===== config.mk =====
export PLATFORM = sky130hd
export DESIGN_NAME = coin_return_timer
export DESIGN_NICKNAME = d
export VERILOG_FILES = /design/src/rtl/coin_return_timer.sv
export SDC_FILE = /design/constraint.sdc
export NUM_CORES = 1
export LEC_CHECK = 0
export BUFFER_PORTS_ARGS = -buffer_cell sky130_fd_sc_hd__buf_2
export CORE_ASPECT_RATIO = 1.4
export CORE_MARGIN = 2
export CORE_UTILIZATION = 52
export DETAILED_ROUTE_END_ITERATION = 10
export HOLD_SLACK_MARGIN = 0.08
export PLACE_DENSITY = 0.89
export SYNTH_ARGS = -nofsm -noshare
export SYNTH_HDL_FRONTEND = slang
export SYNTH_SLANG_ARGS = --single-unit

===== constraint.sdc =====
create_clock -name clk -period 5.6 [get_ports clk]
set_input_delay 0.56 -clock clk [delete_from_list [all_inputs] [get_ports clk]]
set_output_delay 0.56 -clock clk [all_outputs]
set_load 0.03 [all_outputs]

===== src/rtl/coin_return_timer.sv =====
// ---------------------------------------------------------------------------
// coin_return_timer
//
// Purpose:
//   This is the control FSM for a vending-machine coin changer.
//   - Coin or item activity arms an inactivity timer.
//   - A return request, or a timeout when TIMEOUT_RETURN_EN is defined,
//     latches the live balance and tells the datapath to clear it.
//   - The latched balance is then paid out largest-coin-first, one coin
//     per cycle.
//   - Whatever is smaller than the smallest coin is left in o_residue.
//
// Optional feature (macro TIMEOUT_RETURN_EN):
//   - Defined: a timeout in ARMED with a non-zero balance starts a return,
//     exactly as a trigger would.
//   - Undefined (default): a timeout only drops ARMED back to IDLE.
//
// Ports:
//   clk              clock; all state updates on its rising edge
//   reset_n          synchronous reset, ACTIVE-HIGH despite the name
//   i_input_coin     per-denomination coin-insert strobes
//   o_output_item    item-dispensed strobes from the item datapath
//   i_trigger_return user return request (level or pulse)
//   current_total    live balance from the datapath
//   coin_value       flattened 32-bit denomination values, strictly
//                    ascending with the slice index
//   o_return_coin    one-hot coin-eject strobe (registered)
//   o_total_clear    one-cycle pulse ordering the datapath to zero its balance
//   o_busy           high while the FSM is paying out (RETURN state)
//   wait_time        remaining inactivity cycles
//   o_residue        unreturnable remainder of the last return
// ---------------------------------------------------------------------------
module coin_return_timer #(
  parameter int NUM_COINS  = 3,
  parameter int NUM_ITEMS  = 4,
  parameter int TOTAL_BITS = 16,
  parameter int WAIT_TIME  = 10
) (
  input  logic                    clk,
  input  logic                    reset_n,
  input  logic [NUM_COINS-1:0]    i_input_coin,
  input  logic [NUM_ITEMS-1:0]    o_output_item,
  input  logic                    i_trigger_return,
  input  logic [TOTAL_BITS-1:0]   current_total,
  input  logic [NUM_COINS*32-1:0] coin_value,
  output logic [NUM_COINS-1:0]    o_return_coin,
  output logic                    o_total_clear,
  output logic                    o_busy,
  output logic [31:0]             wait_time,
  output logic [TOTAL_BITS-1:0]   o_residue
);

  // Comparisons run at the wider of the balance and denomination widths,
  // so neither operand is ever truncated.
  localparam int CW = (TOTAL_BITS > 32) ? TOTAL_BITS : 32;

  typedef enum logic [1:0] {
    IDLE   = 2'd0,
    ARMED  = 2'd1,
    RETURN = 2'd2
  } state_t;

  state_t                state;
  logic [TOTAL_BITS-1:0] remaining;
  logic [NUM_COINS-1:0]  coin_sel;
  logic                  activity;
  logic                  start_return;
  logic                  timeout_return;

  function automatic logic [CW-1:0] coin_val(
    input int                    idx,
    input logic [NUM_COINS*32-1:0] cv
  );
    return CW'(cv[32*idx +: 32]);
  endfunction

  // Values ascend with the index, so the last fitting index is the largest
  // coin that fits. Returns all zeros when nothing fits.
  function automatic logic [NUM_COINS-1:0] pick_coin(
    input logic [TOTAL_BITS-1:0]   rem,
    input logic [NUM_COINS*32-1:0] cv
  );
    logic [NUM_COINS-1:0] sel;
    sel = '0;
    for (int i = 0; i < NUM_COINS; i++) begin
      if (coin_val(i, cv) <= CW'(rem)) begin
        sel    = '0;
        sel[i] = 1'b1;
      end
    end
    return sel;
  endfunction

  // The selected coin value never exceeds rem, so this cannot underflow.
  function automatic logic [TOTAL_BITS-1:0] pay_out(
    input logic [TOTAL_BITS-1:0]   rem,
    input logic [NUM_COINS-1:0]    sel,
    input logic [NUM_COINS*32-1:0] cv
  );
    logic [CW-1:0] amount;
    amount = '0;
    for (int i = 0; i < NUM_COINS; i++) begin
      if (sel[i]) amount = coin_val(i, cv);
    end
    return TOTAL_BITS'(CW'(rem) - amount);
  endfunction

  function automatic logic [31:0] sat_dec(input logic [31:0] v);
    return (v == 32'd0) ? 32'd0 : v - 32'd1;
  endfunction

  assign activity     = (|i_input_coin) | (|o_output_item);
  assign start_return = i_trigger_return && (current_total != '0);
  assign coin_sel     = pick_coin(remaining, coin_value);
  assign o_busy       = (state == RETURN);

`ifdef TIMEOUT_RETURN_EN
  assign timeout_return = (state == ARMED) && (wait_time == 32'd0) &&
                          (current_total != '0);
`else
  assign timeout_return = 1'b0;
`endif

  always_ff @(posedge clk) begin
    if (reset_n) begin
      state         <= IDLE;
      wait_time     <= 32'd0;
      o_return_coin <= '0;
      o_total_clear <= 1'b0;
      o_residue     <= '0;
      remaining     <= '0;
    end else begin
      o_total_clear <= 1'b0;
      case (state)
        IDLE, ARMED: begin
          o_return_coin <= '0;
          // A return request wins over simultaneous coin/item activity.
          if (start_return || timeout_return) begin
            state         <= RETURN;
            remaining     <= current_total;
            o_total_clear <= 1'b1;
            wait_time     <= 32'd0;
          end else if (activity) begin
            state     <= ARMED;
            wait_time <= 32'(WAIT_TIME);
          end else if (state == ARMED) begin
            wait_time <= sat_dec(wait_time);
            if (wait_time == 32'd0) state <= IDLE;
          end
        end
        RETURN: begin
          // Strobes and triggers are deliberately ignored while paying out.
          if (coin_sel != '0) begin
            o_return_coin <= coin_sel;
            remaining     <= pay_out(remaining, coin_sel, coin_value);
          end else begin
            state         <= IDLE;
            o_return_coin <= '0;
            o_residue     <= remaining;
          end
        end
        default: begin
          state         <= IDLE;
          o_return_coin <= '0;
        end
      endcase
    end
  end

endmodule


# ---- Word level (Yosys, flattened, before mapping)
# Cells that the tools add are included.
dict set report op_classes {
  n_addsub 2
  order_cmp 3
  n_reduce_logical 16
  multipliers 0
  n_bitwise 4
  div_mod_pow 0
  n_mux 23
  shifts 0
  eq_ne 7
}
# operator count
set op_table {}
lappend op_table {{two-way mux 16 bit} 8}
lappend op_table {{two-way mux 32 bit} 4}
lappend op_table {{less-or-equal comparator 32 x 16 -> 1 bit} 3}
lappend op_table {{logical NOT 32 bit} 1}
lappend op_table {{case mux 16 bit (2 select lines)} 1}
lappend op_table {{subtractor 32 x 1 -> 32 bit (second input constant)} 1}
lappend op_table {{nonzero test 16 bit} 1}
lappend op_table {{subtractor 16 bit} 1}
lappend op_table {{two-way mux 2 bit} 6}
lappend op_table {{inequality test 4 bit (second input constant)} 2}
lappend op_table {{AND reduction 3 bit} 2}
lappend op_table {{nonzero test 3 bit} 2}
lappend op_table {{OR reduction 3 bit} 2}
lappend op_table {{inequality test 2 bit (second input constant)} 2}
lappend op_table {{case mux 2 bit (2 select lines)} 1}
lappend op_table {{AND reduction 2 bit} 2}
lappend op_table {{OR reduction 2 bit} 2}
lappend op_table {{OR reduction 4 bit} 1}
lappend op_table {{two-way mux 3 bit} 1}
lappend op_table {{inverter 1 bit} 3}
lappend op_table {{== test 2 x 1 -> 1 bit (second input constant)} 1}
lappend op_table {{== test 2 bit (second input constant)} 1}
lappend op_table {{logical NOT 2 bit} 1}
lappend op_table {{two-way mux 1 bit} 2}
lappend op_table {{other kinds (4)} 4}
dict set report totals {
  output_inout_bits 53
  memories 0
  latch_bits 0
  mem_bits_rw 0
  input_bits 122
  rom_bits 0
  regBits 70
}

# ---- Logic depth before layout (Yosys ltp)
# Gate-level depths: netlist of run 1.
dict set report logic_depth {
  word_depth 13
  ltp_mapped 23
}

# ---- Worst setup path after synthesis of run 1
# Ideal clock, no wire load.
dict set report synth_timing {
  kind {input -> register}
  start {in coin_value[15]}
  end {reg remaining[15]}
  arrival_ns 5.120
  n_path_buf 1
  required_ns 5.514
  setup_ns 0.086
  cell_stages 20
  path_slack_ns 0.394
  cell_sequence {ha_1 -> nand4_1 -> or4_1 -> or4_1 -> and2_1 -> buf_6 -> nor3b_1 -> a21oi_1 -> o21ai_0 -> inv_1 -> ha_1 -> nor2b_1 -> o31a_1 -> or4_1 -> a221o_1 -> o41a_1 -> a21o_1 -> a21oi_1 -> xnor2_1 -> a211oi_1}
}
dict set report synth_between {
  elab_chain_len 13
  elab_cells_between_ends 16
  cone_classes {1 x add/sub; 1 x order compare; 1 x eq/ne; 11 x mux; 2 x reduce/logical}
}
# element line_no
set synth_lines {}
lappend synth_lines {{start: declaration} 45} ;# input logic [NUM_COINS*32-1:0] coin_value,
lappend synth_lines {{less-or-equal comparator 32 x 16 -> 1 bit} 86} ;# if (coin_val(i, cv) <= CW'(rem)) begin
lappend synth_lines {{two-way mux 1 bit} 86}
lappend synth_lines {{two-way mux 2 bit} 86}
lappend synth_lines {{two-way mux 3 bit} 86}
lappend synth_lines {{two-way mux 16 bit (3 in a row)} 103} ;# if (sel[i]) amount = coin_val(i, cv);
lappend synth_lines {{two-way mux 16 bit} 153} ;# if (coin_sel != '0) begin
lappend synth_lines {{two-way mux 16 bit} 134} ;# case (state)
lappend synth_lines {{two-way mux 16 bit} 125} ;# if (reset_n) begin
lappend synth_lines {{subtractor 16 bit} 105} ;# return TOTAL_BITS'(CW'(rem) - amount);
lappend synth_lines {{two-way mux 16 bit} 153}
lappend synth_lines {{case mux 16 bit (2 select lines)} 134}
lappend synth_lines {{end signal: assignment} 140} ;# remaining <= current_total;
lappend synth_lines {{end signal: assignment} 155} ;# remaining <= pay_out(remaining, coin_sel, coin_value);
lappend synth_lines {{end: declaration} 64} ;# logic [TOTAL_BITS-1:0] remaining;
# Several ways; a longest one is shown, not always the timed one. The select of a mux whose other input is x is not followed.
# A chain may end at the register's enable or synchronous reset.

# ---- Worst setup path after layout of run 1
dict set report layout_timing {
  start {reg remaining[11]}
  end {reg remaining[15]}
}
dict set report layout_between {
  elab_chain_len 13
  elab_cells_between_ends 18
  cone_classes {1 x add/sub; 3 x order compare; 1 x eq/ne; 11 x mux; 2 x reduce/logical}
}
# element line_no
set layout_lines {}
lappend layout_lines {{less-or-equal comparator 32 x 16 -> 1 bit} 86}
lappend layout_lines {{two-way mux 1 bit} 86}
lappend layout_lines {{two-way mux 2 bit} 86}
lappend layout_lines {{two-way mux 3 bit} 86}
lappend layout_lines {{two-way mux 16 bit (3 in a row)} 103}
lappend layout_lines {{two-way mux 16 bit} 153}
lappend layout_lines {{two-way mux 16 bit} 134}
lappend layout_lines {{two-way mux 16 bit} 125}
lappend layout_lines {{subtractor 16 bit} 105}
lappend layout_lines {{two-way mux 16 bit} 153}
lappend layout_lines {{case mux 16 bit (2 select lines)} 134}
# Several ways; a longest one is shown, not always the timed one. The select of a mux whose other input is x is not followed.

==> results of run 1 <==
## state kept, by name (all words and copies together), names as in the netlist
register       count
state              2
o_return_coin      3
wait_time         32
remaining         16
o_total_clear      1
o_residue         16
## power breakdown
part / internal (W) / switching, W / leakage (nW)
Clock: 0.000414 / 0.000213 / 0.162
Sequential: 0.000528 / 0.0000334 / 0.571
Combinational: 0.000236 / 0.000312 / 2.27
## metrics by stage
stage	setup WS, ps	hold WS [ps]	util [%]	std cells	total power, W
6_report	250	488	66.4	951	0.00174
5_1_grt	16.7	512	66.4	951	0.00183
4_1_cts	231	492	66.4	951	0.00174
3_5_place_dp	108	475	63.0	935	0.00111
3_3_place_gp	195	469	63.0	935	0.00110
2_1_floorplan	394	467	-	644	0.000966
## metal layers
layer,up-vias,global-route usage (%),wire length [um]
met2,227,48.9,7490
li1,2656,-,-
met1,2433,28.4,5640
met4,0,14.8,675
met3,54,3.67,886
met5,-,0,0
## cells by family (layout without fill, tap and decap cells)
family / count (synthesis) / in the layout / synth area share (%)
xor gates and xnor gates: 42 / 42 / 6.96
muxes: 19 / 19 / 3.60
and+or+nand+nor: 262 / 262 / 24.6
buffers and inverters: 52 / 224 / 4.48
DFF: 70 / 70 / 26.5
adders and majority gates: 66 / 66 / 15.8
AOI/OAI and AO/OA: 133 / 133 / 18.1
## worst max-delay path: cells and delay by family (launching register included)
| family | cells | cell delay [ps] |
|---|---|---|
| adder cells (fa/ha/maj) | 2 | 590 |
| flip-flops | 1 | 420 |
| AND/OR/NAND/NOR | 7 | 2270 |
| AO/OA/AOI/OAI | 8 | 1720 |
| XOR/XNOR | 1 | 90 |
| buffers and inverters | 2 | 170 |
## layout make-up
type | instances | area share, %
inverter | 29 | 1.66
clock buffer | 11 | 3.84
tap | 135 | 2.57
clock inverter | 5 | 1.24
sequential | 70 | 21.3
timing repair buffer | 179 | 13.8
multi-input combinational | 522 | 55.6
## cell usage after synthesis (all sizes together) (2+ instances only)
cell / count
a211oi: 17
or3: 6
or2: 3
nand2: 45
o21ai: 13
o21a: 2
a311oi: 6
xnor2: 29
mux2i: 19
nand4: 10
a221o: 2
inv: 29
and3: 7
a211o: 2
o211ai: 3
ha: 65
buf: 7
a21oi: 61
a21o: 9
or4: 11
o31a: 3
and2: 6
a22o: 2
nand3: 9
nor3b: 12
nor4: 24
nand2b: 5
o21bai: 2
clkbuf: 16
nor2b: 7
a31o: 2
nor3: 13
nor2: 101
dfxtp: 70
xor2: 13
## final timing paths
check	from	endpoint	slack [ps]
worst max-delay path	remaining[11]	remaining[15]	250
worst min-delay path	o_residue[3]	o_residue[3]	490
worst max register to register	remaining[11]	remaining[15]	250
worst min register to register	o_residue[3]	o_residue[3]	490
==> metrics.txt, run 1 <==
Yosys reg bits=70; Max FO, Critical Path=5; WS Path Type=reg -> reg; register area=~0.0014 mm^2; sequential share of the synthesized area=between 20% and 30%; clk sinks=70; clock insertion delay at the later pin of the skew report=~330 ps; Worst-Margin Slew=1010 ps; cts hold-fix bufs=0; filler cell count=~860; Worst slew margin=between 30% and 40%; min Tclk post-route=approximately 5400 ps; post-synth top area cell=dfxtp_1; Die Y=123 um; P&R area growth vs syn=24.5%; clock skew=between 7 and 8 ps; Post-CTS Setup Bufs=0; CTS tree=done; Mapped Cells=approximately 640; pwr/cell area=264 mW/mm^2; crit end category=register; H-tree depth=3; Remaining Overflow, GRT=0; Root Buffer=clkbuf_16; max-cap violation count=0; vias in the first global route=5228; Yosys cell types=56; DP HPWL=~12 mm; vias per inst=between 5 and 6; clock-pin slew on the worst setup and hold paths=~60 ps; Multi-input gate area=between 0.003 and 0.004 mm^2; drt wl/cell=15.5 um; die area=approximately 0.011 mm^2; Total Wirelength=14.7 mm; final setup vio count=0; drc violations=0; TritonCTS Buffers=9; Synth Area per Inst=between 8 and 9 um^2; min-delay worst type=reg -> reg; Post-Route Setup TNS=0 ps; CTS Buffer Depth=2; first-pass GRT wire length=about 23 mm; Mapped Nets=about 830; Worst path max stage delay=between 500 and 600 ps; Worst VDD drop=between 0.0001 and 0.00015 V; final hold viol count=0; Total GRT Usage=26.6%; asr flop ratio synth=0%; arrival time worst endpoint=approximately 5600 ps; Final Cycle Share=around 96%; cells along the critical path=inv_1, ha_1, nand4_1, or4_1, or4_1, and2_1, nor3b_1, a21oi_1, o21ai_1, inv_1, ha_1, nor2b_1, o31a_1, or4_1, a221o_1, o41a_1, a21o_1, a21oi_1, xnor2_1, a211oi_1; number of nets in the layout=around 1000; Top FF cell, synth=dfxtp_1; Synth area leaders=dfxtp_1, ha_1, nor2_1; top-area cell type share of the netlist area=a little over a quarter; WP data required=about 5800 ps; final antenna-violating net count=0; area of the core=approximately 0.0099 mm^2; 1st-iter DRT viols=218; status=completed; number of flops mapped to enable cells by yosys=0; max-slew violation total from the final report=0; Ports=around 180; commonest non-fill, non-tap cell in the layout=buf_2; die width=roughly 90 um; worst-path cell with the longest stage delay=or4_1; Pre-antenna DRT Iters=4; P_leak=roughly 3 nW; ant diodes=0; synthesized cell area=between 0.005 and 0.006 mm^2; FMAX=roughly 0.19 GHz; FF-to-FF path depth=20; placed inst area=approximately 0.0062 mm^2; # resized after CTS=0; hold depth=2; fin area=about 0.0066 mm^2; fraction of layout cells with a size suffix above 1=between 20% and 30%; Site Rows=43; largest net degree at the start of global routing=40; Synthesis Warnings=0; CP most frequent cell=or4_1; Port Buffers=174; Initial Util=a little over half; initial antenna violation count=1; CP startpoint kind=register; vias=approximately 5400; GPL Wtd Cong=roughly 0.93; commonest cells after routing, fill and taps aside=buf_2, nor2_1, dfxtp_1; RSZ-0062 raised after global routing=false
Power figures use the tool's default switching activity.
==> inputs of run 2 (changes only) <==
--- a/config.mk
+++ b/config.mk
@@ -8,10 +8,10 @@
 export BUFFER_PORTS_ARGS = -buffer_cell sky130_fd_sc_hd__buf_2
 export CORE_ASPECT_RATIO = 1.4
 export CORE_MARGIN = 2
-export CORE_UTILIZATION = 52
+export CORE_UTILIZATION = 30
 export DETAILED_ROUTE_END_ITERATION = 10
 export HOLD_SLACK_MARGIN = 0.08
-export PLACE_DENSITY = 0.89
+export PLACE_DENSITY_LB_ADDON = 0.15
 export SYNTH_ARGS = -nofsm -noshare
 export SYNTH_HDL_FRONTEND = slang
 export SYNTH_SLANG_ARGS = --single-unit
==> run 2 against run 1 <==
Effect of this change:
- count of clock-buffer cells in the layout decreased by 1
- combinational power about the same
- final area increased by 1.9%
- sequential power is essentially flat
- setup slack improved by 140 ps
- register-to-register slack improved by 140 ps
- fmax grew 2.8%
- worst hold slack is essentially flat
- clock power is 18% lower
- non-clock buffer count up 7
- critical path type unchanged
- largest cell class unchanged
==> metrics.txt, run 2 (synthesized netlist as in run 1, its figures left out) <==
max-slew violation total from the final report=0 (unchanged); commonest non-fill, non-tap cell in the layout=buf_2; Worst-Margin Slew=1030 ps (+16.7 ps); worst-path cell with the longest stage delay=or4_1; Pre-antenna DRT Iters=4 (unchanged); worst path bufs/invs=2 (unchanged); hold_ws=488 ps (-0.0390 ps); clock skew=8.56 ps (+0.820 ps); max-cap violation count=0 (unchanged); fraction of layout cells with a size suffix above 1=28.2% (+1.5 points); final setup vio count=0 (unchanged); cts hold-fix bufs=0 (unchanged); placed cells=1042 (+11%); H-tree depth=3 (unchanged); final hold viol count=0 (unchanged); Root Buffer=clkbuf_16; Final Cycle Share=93.0% (-2.6 points); TritonCTS Buffers=9 (unchanged); RSZ-0062 raised after global routing=false; die width=116 um (+30%); Largest register FFs=32 (unchanged); DP HPWL=13.5 mm (+12%); FMAX=0.192 GHz (+2.8%); WS Path Type=reg -> reg; largest net degree at the start of global routing=40 (unchanged); P_leak=3.00 nW (about the same); die area=0.0187 mm^2 (+70%); Worst VDD drop=0.000133 V (-3.5%); final antenna-violating net count=0 (unchanged); CTS tree=done; vias per inst=4.85 (-14%); clk sinks=70 (unchanged); Remaining Overflow, GRT=0 (unchanged); crit end category=register; vias=5135 (-4.4%); largest registers=wait_time: 32 flops, o_residue: 16 flops, remaining: 16 flops; WP data required=5830 ps (about the same); Worst slew margin=31.4% (-1.1 points); Site Rows=57 (+33%); clock-pin slew on the worst setup and hold paths=60 ps (about the same); Worst path max stage delay=550 ps (about the same); Initial Util=30.5% (-23 points); area of the core=0.0173 mm^2 (+75%); Post-Route Setup TNS=0 ps (unchanged); Max FO, Critical Path=14 (+9); Total Wirelength=15.9 mm (+7.9%); Die Y=161 um (+31%); status=completed; Top Family by Delay on Critical Path=simple AND/OR/NAND/NOR gates; P&R area growth vs syn=26.9%; commonest cells after routing, fill and taps aside=buf_2, nor2_1, ha_1, dfxtp_1, a21oi_1; number of nets in the layout=1006 (+0.70%); Total GRT Usage=17.2% (-9.4 points); initial antenna violation count=0 (-1); CTS Buffer Depth=2 (unchanged); Ports=175 (unchanged); clock insertion delay at the later pin of the skew report=330 ps (about the same); final worst setup slack=394 ps (+144 ps); dpl ws=48.8 ps (-59.3 ps); first-pass GRT wire length=25.1 mm (+9.0%); CP startpoint kind=register; Non-Filler Instances=1059 (+11%); drt wl/cell=15.0 um (-3.1%); min-delay worst type=reg -> reg; Biggest register=wait_time; ant diodes=0 (unchanged); GPL Wtd Cong=0.830 (-10%); 1st-iter DRT viols=212 (-2.8%); Port Buffers=174 (unchanged); cells along the critical path=inv_1, ha_1, nand4_1, or4_1, or4_1, and2_1, buf_4, nor3b_2, a21oi_1, nor2_1, a21oi_1, ha_1, o21a_1, o31a_1, or4_1, a221o_1, o41a_1, a21o_1, a21oi_1, xnor2_1, a211oi_1; arrival time worst endpoint=5440 ps (-150 ps); min Tclk post-route=5210 ps (-144 ps); vias in the first global route=5073 (-3.0%); drc violations=0 (unchanged); pwr/cell area=243 mW/mm^2 (-8.1%)
[run 2: changes by cell type in the layout (fill, tap and decap cells not counted), sizes merged]
cell	delta
buf	+7
bufinv	-2
clkinv	+2
clkbuf	-1
clkinvlp	+1
[run 2: routing by layer]
layer | wire length [um] | GRT usage, % | up-vias
met2 | 8190 | 31.6 | 134
met5 | 0 | 0 | -
met3 | 634 | 2.36 | 17
li1 | - | - | 2673
met4 | 295 | 5.36 | 0
met1 | 6730 | 20.3 | 2311
[run 2: what timing repair did]
| action | in CTS | in global routing |
|---|---|---|
| hold endpoints to repair | 0 | 0 |
| gates resized for setup | 0 | 10 |
| buffers inserted | 0 | 1 |
| endpoints found under the setup margin | 0 | 3 |
[run 2: worst paths after layout]
| check | depth (start not counted) | end | startpoint | slack (ps) |
|---|---|---|---|---|
| setup / recovery | 21 | remaining[15] | remaining[13] | 390 |
| hold / removal | 2 | o_residue[10] | o_residue[10] | 490 |
| setup reg to reg | 21 | remaining[15] | remaining[13] | 390 |
| hold reg to reg | 2 | o_residue[10] | o_residue[10] | 490 |
[run 2: layout make-up]
cell class | count | area, um^2
Clock buffer | 10 | 229
Clock inverter | 6 | 38.8
Fill cell | 1893 | 10600
Inverter | 29 | 109
Multi-Input combinational cell | 522 | 3660
Sequential cell | 70 | 1410
Tap cell | 236 | 295
Timing Repair Buffer | 186 | 961
[run 2: worst register-to-register path, cell delays in order, from the launching register on]
cell      delay, ps
dfxtp_2         360
inv_1           100
ha_1            310
nand4_1         130
or4_1           550
or4_1           500
and2_1          210
buf_4           200
nor3b_2         160
a21oi_1          60
nor2_1          100
a21oi_1          50
ha_1            290
o21a_1          190
o31a_1          120
or4_1           450
a221o_1         330
o41a_1          350
a21o_1          190
a21oi_1         170
xnor2_1         100
a211oi_1        210
[run 2: power by group]
part | internal [W] | switching [W]
logic | 0.000240 | 0.000311
clock network | 0.000298 | 0.000215
registers | 0.000529 | 0.0000330
total | 0.00107 | 0.000559
[run 2: through the flow]
step	utilization, %	total power (W)	instance area (um^2)
floorplan	-	0.000966	5280
global placement	37.0	0.00113	6410
detailed placement	37.0	0.00113	6410
CTS	38.5	0.00165	6680
global route	38.7	0.00174	6700
finish	38.7	0.00163	6700
==> inputs of run 3 (changes only) <==
--- a/config.mk
+++ b/config.mk
@@ -12,6 +12,7 @@
 export DETAILED_ROUTE_END_ITERATION = 10
 export HOLD_SLACK_MARGIN = 0.08
 export PLACE_DENSITY_LB_ADDON = 0.15
+export REMOVE_ABC_BUFFERS = 1
 export SYNTH_ARGS = -nofsm -noshare
 export SYNTH_HDL_FRONTEND = slang
 export SYNTH_SLANG_ARGS = --single-unit
==> run 3 against run 2 <==
Effect of this change:
- final cell count increased by 0.57%
- final area increased by 0.99%
- wire length increased by 0.55%
- first-iteration DRC count increased by 27%
- largest cell class unchanged
- count of clock-buffer cells in the layout unchanged
- critical endpoint unchanged
- non-clock buffer count increased by 5
- clock power increased by 15%
- setup slack got worse by 110 ps
- die area unchanged
- sequential share of layout area decreased by 0.28 points
==> metrics.txt, run 3 (synthesized netlist as in run 1, its figures left out) <==
final setup vio count=0 (unchanged); fin area=0.00677 mm^2 (+0.99%); Die Y=161 um (unchanged); CTS tree=done; arrival time worst endpoint=5560 ps (+120 ps); number of nets in the layout=1011 (+0.50%); P_leak=3.05 nW (+1.6%); Worst-Margin Slew=981 ps (-45.7 ps); P&R area growth vs syn=28.1%; Initial Util=30.5% (unchanged); WP data required=5850 ps (+20 ps); Pre-antenna DRT Iters=4 (unchanged); die width=116 um (unchanged); commonest non-fill, non-tap cell in the layout=buf_2; Remaining Overflow, GRT=0 (unchanged); 1st-iter DRT viols=269 (+27%); placed inst area=0.00646 mm^2 (+0.70%); pwr/cell area=252 mW/mm^2 (+4.1%); internal power=0.00116 W (+8.4%); final antenna-violating net count=0 (unchanged); GPL Wtd Cong=0.926 (+12%); TritonCTS Buffers=9 (unchanged); part of the power in registers=32.7% (-1.8 points); final hold viol count=0 (unchanged); Final Cycle Share=94.9% (+1.9 points); initial antenna violation count=2 (+2); Total Wirelength=15.9 mm (+0.55%); fraction of layout cells with a size suffix above 1=27.8% (-0.38 points); Root Buffer=clkbuf_16; Clock power frac=34.6% (+3.0 points); clock insertion delay at the later pin of the skew report=330 ps (about the same); commonest cells after routing, fill and taps aside=buf_2, nor2_1, dfxtp_1; Total GRT Usage=17.0% (-0.20 points); Biggest register=wait_time; R2R Setup Slk=290 ps (-110 ps); CTS Buffer Depth=2 (unchanged); Ports=175 (unchanged); vias per inst=4.83 (-0.35%); Logic pwr share=32.7% (-1.2 points); crit end category=register; max-cap violation count=0 (unchanged); WS Path Type=reg -> reg; power after layout=0.00171 W (+5.1%); die area=0.0187 mm^2 (unchanged); H-tree depth=3 (unchanged); Worst VDD drop=0.000124 V (-6.9%); FMAX=0.188 GHz (-2.0%); min Tclk post-route=5310 ps (+108 ps); Port Buffers=174 (unchanged); Worst slew margin=34.6% (+3.2 points); DP HPWL=13.5 mm (about the same); vias=5146 (+0.21%); status=completed; clock-pin slew on the worst setup and hold paths=60 ps (about the same); Max FO, Critical Path=4 (-10); drc violations=0 (unchanged); Net Sw Power=0.000553 W (-1.1%); drt wl/cell=15.0 um (about the same); Largest register FFs=32 (unchanged); largest net degree at the start of global routing=40 (unchanged); min-delay worst type=reg -> reg; largest registers=wait_time: 32 flops, o_residue: 16 flops, remaining: 16 flops; area of the core=0.0173 mm^2 (unchanged); RSZ-0062 raised after global routing=false; clk sinks=70 (unchanged); Switching Fraction=32.4% (-2.0 points); vias in the first global route=4995 (-1.5%); max-slew violation total from the final report=0 (unchanged); Site Rows=57 (unchanged); CP startpoint kind=register; first-pass GRT wire length=24.9 mm (-0.91%); clock skew=11.5 ps (+2.91 ps)
run 3: cell types whose count changed in the layout (fill, tap and decap cells not counted), moves of 2 or more:
cell / previous run / this run
buf_4: 12 / 17
clkinvlp_4: 2 / 0
dfxtp_1: 64 / 68
bufinv_16: 0 / 2
dfxtp_2: 6 / 2
diode_2: 0 / 2
run 3: what timing repair did:
action,in CTS,in global routing
hold buffers,0,0
setup endpoints to repair,0,1
buffers inserted,0,0
resized for setup,0,3
run 3: worst paths after layout:
| kind | startpoint | end | cells after the start |
|---|---|---|---|
| max | remaining[9] | remaining[15] | 21 |
| min | o_residue[3] | o_residue[3] | 2 |
| max reg2reg | remaining[9] | remaining[15] | 21 |
| min reg2reg | o_residue[3] | o_residue[3] | 2 |
run 3: metal layers:
| layer | vias to the layer above | routed length (um) | part of all wire [%] | track usage [%] |
|---|---|---|---|---|
| met1 | 2294 | 6640 | 42 | 19.6 |
| met5 | - | 0 | 0 | 0 |
| met2 | 146 | 8100 | 51 | 30.8 |
| met4 | 0 | 343 | 2.2 | 5.74 |
| li1 | 2689 | - | - | - |
| met3 | 17 | 869 | 5.4 | 3.49 |
run 3: power by group through the flow:
| stage | combinational (W) | sequential (W) | clock (W) |
|---|---|---|---|
| CTS | 0.000564 | 0.000559 | 0.000608 |
| finish | 0.000559 | 0.000559 | 0.000591 |
| global placement | 0.000560 | 0.000570 | 0 |
| global route | 0.000626 | 0.000564 | 0.000631 |
| detailed placement | 0.000561 | 0.000570 | 0 |
| floorplan | 0.000358 | 0.000597 | 0 |
run 3: critical path, stage by stage, from the launching register on:
cell	delay, ps
dfxtp_1	390
inv_1	120
ha_1	310
nand4_1	120
or4_1	530
or4_1	500
and2_1	230
buf_4	170
nor3b_1	180
a21oi_1	60
nor2_1	90
a21oi_1	50
ha_1	320
o21a_1	200
o31a_1	120
or4_1	470
a221o_1	370
o41a_1	360
a21o_1	190
a21oi_1	160
xnor2_1	90
a211oi_1	220
run 3: stage by stage:
| step | std cells | hold slack [ps] | TNS, ps | worst slack [ps] | utilization, % |
|---|---|---|---|---|---|
| after floorplan | 621 | 467 | -55.8 | -55.8 | - |
| after global placement | 1048 | 468 | 0 | 68.8 | 37.3 |
| after detailed placement | 1048 | 476 | 0 | 43.3 | 37.3 |
| after CTS | 1063 | 491 | 0 | 215 | 39.0 |
| after global routing | 1064 | 506 | 0 | 2.91 | 39.0 |
| final | 1065 | 483 | 0 | 285 | 39.1 |
run 3: area by class of cell:
type | count | area [um^2]
repair buffers | 191 | 998
multi-input cells | 522 | 3650
fillers | 1835 | 10600
clock inverters | 5 | 75.1
diodes | 2 | 5.00
inverters | 29 | 109
clock buffers | 10 | 229
flip-flops and latches | 70 | 1400
well taps | 236 | 295
